**src/rtl/periph_bus_pkg.sv**
```systemverilog
// Shared types and constants for the peripheral bus controller and its address decoder.
package periph_bus_pkg;

  typedef enum logic [1:0] {
    IDLE   = 2'd0,
    ACCESS = 2'd1,
    DONE   = 2'd2,
    ERROR  = 2'd3
  } state_e;

  localparam int SLOT_PORT_IO     = 0;
  localparam int SLOT_TIMER       = 1;
  localparam int SLOT_PIC         = 2;
  localparam int SLOT_PCTRL       = 3;
  localparam int PERIPH_SPACE_BIT = 31;
  localparam int CNT_W            = 8;

endpackage

```
**src/rtl/periph_addr_decode.sv**
```systemverilog
// Combinational decode of a core byte address into peripheral-space hit, mapped flag,
// one-hot channel select and register offset.
module periph_addr_decode
  import periph_bus_pkg::*;
#(
  parameter int N_PERIPH = 4,
  parameter int SLOT_LSB = 8,
  parameter int SLOT_W   = 4,
  parameter int REG_W    = 6
) (
  input  logic [31:0]         i_addr,
  output logic                o_periph,
  output logic                o_mapped,
  output logic [N_PERIPH-1:0] o_sel,
  output logic [REG_W-1:0]    o_reg_addr
);

  localparam int HI_LSB = SLOT_LSB + SLOT_W;

  logic [SLOT_W-1:0] w_slot;
  logic              w_hi_zero;
  logic              w_aligned;
  logic              w_in_range;

  assign w_slot     = i_addr[HI_LSB-1:SLOT_LSB];
  // Everything between the slot field and the space bit must be clear to alias nothing.
  assign w_hi_zero  = ((i_addr[30:0] >> HI_LSB) == 31'd0);
  assign w_aligned  = (i_addr[1:0] == 2'b00);
  assign w_in_range = (int'(w_slot) < N_PERIPH);

  assign o_periph   = i_addr[PERIPH_SPACE_BIT];
  assign o_mapped   = o_periph & w_in_range & w_hi_zero & w_aligned;
  assign o_reg_addr = i_addr[REG_W+1:2];

  for (genvar k = 0; k < N_PERIPH; k++) begin : g_sel
    assign o_sel[k] = (int'(w_slot) == k);
  end

endmodule

```
**src/rtl/periph_bus_ctrl.sv**
```systemverilog
// Peripheral bus controller: registered one-hot select, ready handshake with timeout,
// and error completion for unmapped accesses.
module periph_bus_ctrl
  import periph_bus_pkg::*;
#(
  parameter int N_PERIPH = 4,
  parameter int SLOT_LSB = 8,
  parameter int SLOT_W   = 4,
  parameter int REG_W    = 6,
  parameter int TIMEOUT  = 15
) (
  input  logic                  clock,
  input  logic                  reset,
  input  logic                  cpu_ce,
  input  logic                  cpu_rw,
  input  logic [31:0]           cpu_addr,
  input  logic [31:0]           cpu_wdata,
  output logic [31:0]           cpu_rdata,
  output logic                  cpu_ready,
  output logic                  cpu_err,
  output logic [N_PERIPH-1:0]   ce_out,
  output logic                  rw_out,
  output logic [REG_W-1:0]      reg_addr,
  output logic [31:0]           wdata_out,
  input  logic [N_PERIPH-1:0]   periph_ready,
  input  logic [32*N_PERIPH-1:0] periph_rdata
);

  localparam logic [CNT_W-1:0] TO_CNT = CNT_W'(TIMEOUT);

  state_e              r_state;
  logic [CNT_W-1:0]    r_cnt;
  logic [N_PERIPH-1:0] r_ce;
  logic                r_rw;
  logic [REG_W-1:0]    r_reg;
  logic [31:0]         r_wdata;
  logic [31:0]         r_rdata;
  logic                r_ready;
  logic                r_err;

  logic                w_periph;
  logic                w_mapped;
  logic [N_PERIPH-1:0] w_sel;
  logic [REG_W-1:0]    w_reg;
  logic                w_sel_ready;
  logic [31:0]         w_sel_rdata;

  periph_addr_decode #(
    .N_PERIPH (N_PERIPH),
    .SLOT_LSB (SLOT_LSB),
    .SLOT_W   (SLOT_W),
    .REG_W    (REG_W)
  ) u_dec (
    .i_addr     (cpu_addr),
    .o_periph   (w_periph),
    .o_mapped   (w_mapped),
    .o_sel      (w_sel),
    .o_reg_addr (w_reg)
  );

  // The latched one-hot select masks off ready/data from every other channel.
  assign w_sel_ready = |(periph_ready & r_ce);

  always_comb begin
    w_sel_rdata = '0;
    for (int k = 0; k < N_PERIPH; k++) begin
      if (r_ce[k]) w_sel_rdata = w_sel_rdata | periph_rdata[32*k +: 32];
    end
  end

  always_ff @(posedge clock or posedge reset) begin
    if (reset) begin
      r_state <= IDLE;
      r_cnt   <= '0;
      r_ce    <= '0;
      r_rw    <= 1'b0;
      r_reg   <= '0;
      r_wdata <= '0;
      r_rdata <= '0;
      r_ready <= 1'b0;
      r_err   <= 1'b0;
    end else begin
      r_ready <= 1'b0;
      r_err   <= 1'b0;
      case (r_state)
        IDLE: begin
          if (cpu_ce && w_periph) begin
            if (w_mapped) begin
              r_state <= ACCESS;
              r_ce    <= w_sel;
              r_rw    <= cpu_rw;
              r_reg   <= w_reg;
              r_wdata <= cpu_wdata;
              r_cnt   <= '0;
            end else begin
              r_state <= ERROR;
              r_ready <= 1'b1;
              r_err   <= 1'b1;
              r_rdata <= '0;
            end
          end
        end
        ACCESS: begin
          // Ready is checked before the timeout so a late ready still completes cleanly.
          if (w_sel_ready) begin
            r_state <= DONE;
            r_ready <= 1'b1;
            r_rdata <= r_rw ? 32'd0 : w_sel_rdata;
            r_ce    <= '0;
          end else if (r_cnt == TO_CNT) begin
            r_state <= ERROR;
            r_ready <= 1'b1;
            r_err   <= 1'b1;
            r_rdata <= '0;
            r_ce    <= '0;
          end else if (r_cnt != {CNT_W{1'b1}}) begin
            r_cnt <= r_cnt + 1'b1;
          end
        end
        DONE:    r_state <= IDLE;
        ERROR:   r_state <= IDLE;
        default: r_state <= IDLE;
      endcase
    end
  end

  assign cpu_rdata = r_rdata;
  assign cpu_ready = r_ready;
  assign cpu_err   = r_err;
  assign ce_out    = r_ce;
  assign rw_out    = r_rw;
  assign reg_addr  = r_reg;
  assign wdata_out = r_wdata;

endmodule

```
**config.mk**
```make
export PLATFORM = sky130hd
export DESIGN_NAME = periph_bus_ctrl
export DESIGN_NICKNAME = d
export VERILOG_FILES = /design/src/rtl/periph_bus_pkg.sv /design/src/rtl/periph_addr_decode.sv /design/src/rtl/periph_bus_ctrl.sv
export SDC_FILE = /design/constraint.sdc
export NUM_CORES = 1
export LEC_CHECK = 0
export BUFFER_PORTS_ARGS = -buffer_cell sky130_fd_sc_hd__buf_4
export CELL_PAD_IN_SITES_DETAIL_PLACEMENT = 1
export CELL_PAD_IN_SITES_GLOBAL_PLACEMENT = 1
export CORE_MARGIN = 2
export CORE_UTILIZATION = 32
export CTS_BUF_LIST = sky130_fd_sc_hd__clkbuf_8
export DETAILED_ROUTE_END_ITERATION = 10
export PLACE_DENSITY = 0.9
export SLEW_MARGIN = 20
export SYNTH_ARGS = -nofsm -noshare
export SYNTH_HDL_FRONTEND = slang
export SYNTH_SLANG_ARGS = --single-unit
export TNS_END_PERCENT = 1
```
**constraint.sdc**
```tcl
create_clock -name clock -period 3.2 [get_ports clock]
set_clock_uncertainty 0.05 [all_clocks]
set_input_delay 0.32 -clock clock [delete_from_list [all_inputs] [get_ports clock]]
set_output_delay 0.32 -clock clock [all_outputs]
set_load 0.01 [all_outputs]
```
After elaboration in Yosys (flattened, before gate mapping)

Cells that the tools add are included.

Register bits: 87
Word-level logic and storage cells: 79
Memory bits (writable): 0
Input bits: 200
Output and inout bits: 77
Memories: 0
Bits in latches: 0
Bits in read-only memories: 0

Equality and inequality tests: 15
Multiplexer cells: 33
Add/subtract/negate cells: 1
Reduce and logical (&&, ||, !) cells: 13
$lt $le $gt $ge: 1
Multiply operators: 0
Divide/modulo/power cells: 0
Bitwise gates (word level): 7
Shifts and indexed selects: 0

Operator list:

| operator                                                               | count |
|---|---|
| 32-bit two-way mux                                                     | 9 |
| 32-bit bitwise OR                                                      | 3 |
| 32-bit case mux with 2 select lines                                    | 1 |
| 8-bit two-way mux                                                      | 5 |
| 31-bit zero test                                                       | 1 |
| 4-bit two-way mux                                                      | 4 |
| 8-bit case mux with 2 select lines                                     | 1 |
| 2-bit inequality test (second input constant)                          | 5 |
| 8-bit by 1-bit adder with 8-bit output (second input constant)         | 1 |
| 4-bit by 3-bit equality test with 1-bit output (second input constant) | 2 |
| 8-bit by 4-bit equality test with 1-bit output (second input constant) | 1 |
| 2-bit two-way mux                                                      | 4 |
| 8-bit inequality test (second input constant)                          | 1 |
| 4-bit case mux with 2 select lines                                     | 1 |
| 4-bit AND reduction                                                    | 2 |
| 2-bit case mux with 3 select lines                                     | 1 |
| 6-bit AND reduction                                                    | 1 |
| 1-bit two-way mux                                                      | 5 |
| 4-bit bitwise AND                                                      | 1 |
| 2-bit equality test (second input constant)                            | 2 |
| 4-bit by 2-bit equality test with 1-bit output (second input constant) | 1 |
| 2-bit zero test                                                        | 2 |
| 4-bit zero test                                                        | 1 |
| 4-bit by 3-bit < comparator with 1-bit output (second input constant)  | 1 |
| other kinds (11)                                                       | 14 |

Longest topological paths before layout

Depth after elaboration: 10
Gate-level depth with buffers: 7
Mapped depth without buffers: 6

Cells and area by module

Synthesis repeated with hierarchy kept, for this count alone.

Cell total of the unflattened synthesis: 463
Area total of the unflattened synthesis: 4,277.9 sq um

By module, submodules not included:

| module             | instances | cells an instance | sequential area each (sq um) | area each (sq um) |
|---|---|---|---|---|
| periph_bus_ctrl    | 1         | 441               | 2,177.1                      | 4,121.5 |
| periph_addr_decode | 1         | 22                | 0.0                          | 156.4 |

Worst setup path before layout

No wires, ideal clock.

Path type: register to register
Start point: reg r_cnt[4]
End point: reg r_rdata[10], in the netlist cpu_rdata[10]
Path buffers: 1
Library setup time: 0.130 ns
Setup slack: 1.212 ns
Cell stages (with the launch flop): 7
Arrival time: 1.808 ns
Period minus slack after synthesis: 1.988 ns
Required time: 3.020 ns
Cell sequence: dfrtp_1 > or4_1 > or2_4 > a31oi_4 > o31ai_2 > buf_6 > o2bb2ai_1

Longest elaborated chain between the ends: 3

RTL lines:

| what                                           | line                   | RTL |
|---|---|---|
| start: declaration                             | periph_bus_ctrl.sv:32  | `logic [CNT_W-1:0] r_cnt;` |
| start signal: assignment                       | periph_bus_ctrl.sv:117 | `r_cnt <= r_cnt + 1'b1;` |
| 8-bit by 4-bit equality test with 1-bit output | periph_bus_ctrl.sv:110 | `end else if (r_cnt == TO_CNT) begin` |
| 3-bit inequality test (no source line)         | --                     |  |
| 4-bit AND reduction (no source line)           | --                     |  |
| end signal: assignment                         | periph_bus_ctrl.sv:108 | `r_rdata <= r_rw ? 32'd0 : w_sel_rdata;` |
| end: declaration                               | periph_bus_ctrl.sv:37  | `logic [31:0] r_rdata;` |

Every way passes these cells.
A chain may end at the register's enable or synchronous reset.

Final worst setup path

Start point: reg r_state[0]
End point: reg r_reg[4], in the netlist reg_addr[4]

Longest elaborated chain between the ends: 2

RTL lines:

| what                                 | line                  | RTL |
|---|---|---|
| start: declaration                   | periph_bus_ctrl.sv:31 | `state_e r_state;` |
| start signal: assignment             | periph_bus_ctrl.sv:73 | `r_state <= IDLE;` |
| start signal: assignment             | periph_bus_ctrl.sv:89 | `r_state <= ACCESS;` |
| start signal: assignment             | periph_bus_ctrl.sv:96 | `r_state <= ERROR;` |
| 2-bit zero test                      | periph_bus_ctrl.sv:85 | `case (r_state)` |
| 3-bit AND reduction (no source line) | --                    |  |
| end signal: assignment               | periph_bus_ctrl.sv:92 | `r_reg <= w_reg;` |
| end: declaration                     | periph_bus_ctrl.sv:35 | `logic [REG_W-1:0] r_reg;` |

Every way passes these cells.

==> impl_results.md <==
* GRT Residual Overflow at 0
* Period utilization at 0.759
* Non-Filler Instances at 773
* Area share of the largest cell type after synthesis at 0.526
* Gr busiest metal: met2
* Clock buffer depth at 2
* Top post-synthesis cells by count: 87 x dfrtp_1, 40 x mux2_2, 33 x a22o_1
* Critical Path Source Type: flip-flop
* CP max FO at 39
* P_sw at 1.39 mW
* Max-slew violations at 0
* Synthesized instance count at 326
* Antenna violations before repair at 0
* Critical path arrival at 2610 ps
* # port buffers at 276
* Worst-Skew Late Latency at 350 ps
* Cts bufs inserted at 9
* Post-layout util at 0.524
* Crit Reg-Reg Startpoint: r_state[0]
* Worst path buffer plus inverter count at 1
* Clock Power Share at 0.220
* # rows at 41
* Max Cap Violations at 0
* First-pass GRT wire length at 25300 µm
* Ratio of cells with drive above 1 in the final layout at 0.587
* Hold-fix buffers, CTS at 0
* Nets@finish at 797
* Mapped Avg Cell Area at 12.7 µm²
* Hold crit path type: in2async
* Cell total after placement at 757
* Post-synthesis cell type count at 42
* Fin crit period at 2430 ps
* Layout area overhead at 59.6%
* Total I/O pin count at 277
* Post-synthesis net count at 527
* CTS tree: built
* Final ANT Viol Nets at 0
* Die Area at 0.0139 mm²
* H-tree Lvls at 3
* Drt pass-1 iters at 4
* Global Route met2 Usage at 0.427
* Slowest cell on crit path: dfrtp_1
* Worst slew margin at 0.359
* VDD IR max at 0.305 mV
* Area after DPL at 0.00639 mm²
* # Post-CTS Setup Buffers at 0
* Leak at 3.36 nW
* Met1 Usage GRT at 0.244
* Reg2Reg Depth at 5
* Vias in the first global route at 4751
* Sw Ratio at 0.362
* Synthesis-stage register bit count at 87
* Met3 Track Usage GR at 0.0693
* Synthesized area at 0.00414 mm²
* Worst R2R Setup Slack at 770 ps
* Worst Max-Slew Pin Slew at 960 ps
* Final setup fails at 0
* Largest net degree at the start of global routing at 56
* Die Span Y at 118 µm
* Final hold violation count at 0
* Cell-internal power at 2.46 mW
* Gate power share at 0.420
* Top-count cell post-synth: dfrtp_1
* Area leader, netlist: dfrtp_1
* Setup TNS at 0 ps
* Power per cell area at 582 mW/mm²
* EDFF count, synth at 0
* Reg2reg end: reg_addr[4]
* CP required at 3380 ps
* Number of gates resized after CTS at 0
* Worst Setup End Kind: flip-flop
* Clk slew on worst S/H paths at 90 ps
* Synth top area cells: dfrtp_1 53%, mux2_2 11%, a22o_1 7.0%
* # diodes at 0
* Hold slack at 110 ps
* Residual DRC at 0
* Core Region at 0.0126 mm²
* Routed length per instance at 20.6 µm
* Design Area, Final at 0.00661 mm²
* Fmax at 412 MHz
* Sequential share of power at 0.359
* Total track usage at 0.229
* Top_reg_cell synth: dfrtp_1
* Yosys Warn Count at 0
* RSZ-0062 raised after global routing: no
* Clk sinks at 87
* Max incr delay on CP at 640 ps
* Setup Crit Path Kind: reg2reg
* Outcome: finished, final reports clean
* Sequential area share after synthesis at 0.526
* Routed vias/inst at 5.29
* Final wirelength at 16000 µm
* Hpwl dp at 12400 µm
* Via count at 4091
* CP cell instances: a21oi_1 -> or3_1 -> nor3_4 -> buf_4 -> mux2_2
* Cell family with most CP delay: simple AND/OR/NAND/NOR gates
* Die X at 118 µm
* Initial Util at 0.328
* Ys async rst share at 1.00
* Iteration-0 DRC Markers at 157
* RD Place Congestion at 0.899
* CTS root buffer: clkbuf_8
[flip-flops by register name (all words and copies together) (netlist names)]
register / flops
reg_addr: 6
r_state: 2
rw_out: 1
cpu_ready: 1
wdata_out: 32
cpu_rdata: 32
ce_out: 4
cpu_err: 1
r_cnt: 8
[how the worst max path moves through the flow]
| stage | from | cells after the start | endpoint |
|---|---|---|---|
| finish | r_state[0] | 5 | reg_addr[4] |
| global placement | r_state[0] | 5 | wdata_out[16] |
| floorplan | reset | 1 | ce_out[0] |
| CTS | r_state[0] | 5 | reg_addr[4] |
| detailed placement | r_state[0] | 5 | reg_addr[4] |
| global route | r_state[0] | 5 | wdata_out[22] |
[cell type report]
type | instances | area [µm²]
inverter | 6 | 23.8
clock inverter | 7 | 97.6
clock buffer | 9 | 124
multi-input combinational | 206 | 1830
tap | 172 | 215
timing repair buffer | 286 | 2150
sequential | 87 | 2180
fill | 1368 | 6010
[layer usage]
metal  wire length (µm)  vias to the layer above
li1                   -                     1856
met1               5870                     2001
met2               8420                      206
met3               1290                       28
met4                378                        0
met5                  0                        -
[stage by stage]
step | power, mW | setup WS, ps
5_1_grt | 4.09 | 674
6_report | 3.85 | 772
2_1_floorplan | 2.38 | 580
3_3_place_gp | 2.95 | 895
3_5_place_dp | 3.04 | 778
4_1_cts | 3.90 | 749
[cells in the final DEF (no fill, tap or decap), drive strengths merged, types with 3 or more instances in the layout]
cell type	Yosys	layout
o2bb2ai	32	32
buf	8	286
a221o	5	5
dfrtp	87	87
clkinv	0	3
and3	7	7
a21oi	3	3
nor3	7	7
nand2	5	5
a221oi	32	32
a22o	33	33
nor2	4	4
nor4	5	5
clkbuf	19	9
mux2	43	43
inv	6	7
nand3	6	6
[power by group through the flow]
stage,sequential [mW],combinational [mW],clock (mW)
4_1_cts,1.38,1.64,0.874
3_5_place_dp,1.40,1.63,0
3_3_place_gp,1.39,1.56,0
6_report,1.38,1.62,0.848
2_1_floorplan,1.41,0.968,0
5_1_grt,1.41,1.76,0.919
[cell families after synthesis]
family,Yosys count,synth area share
compound gates,114,0.246
flops,87,0.526
simple gates,47,0.0665
mux,44,0.122
buf+inv,33,0.0372
fa+ha+maj,1,0.00302
Note: power is estimated with default switching activity, not from simulation.
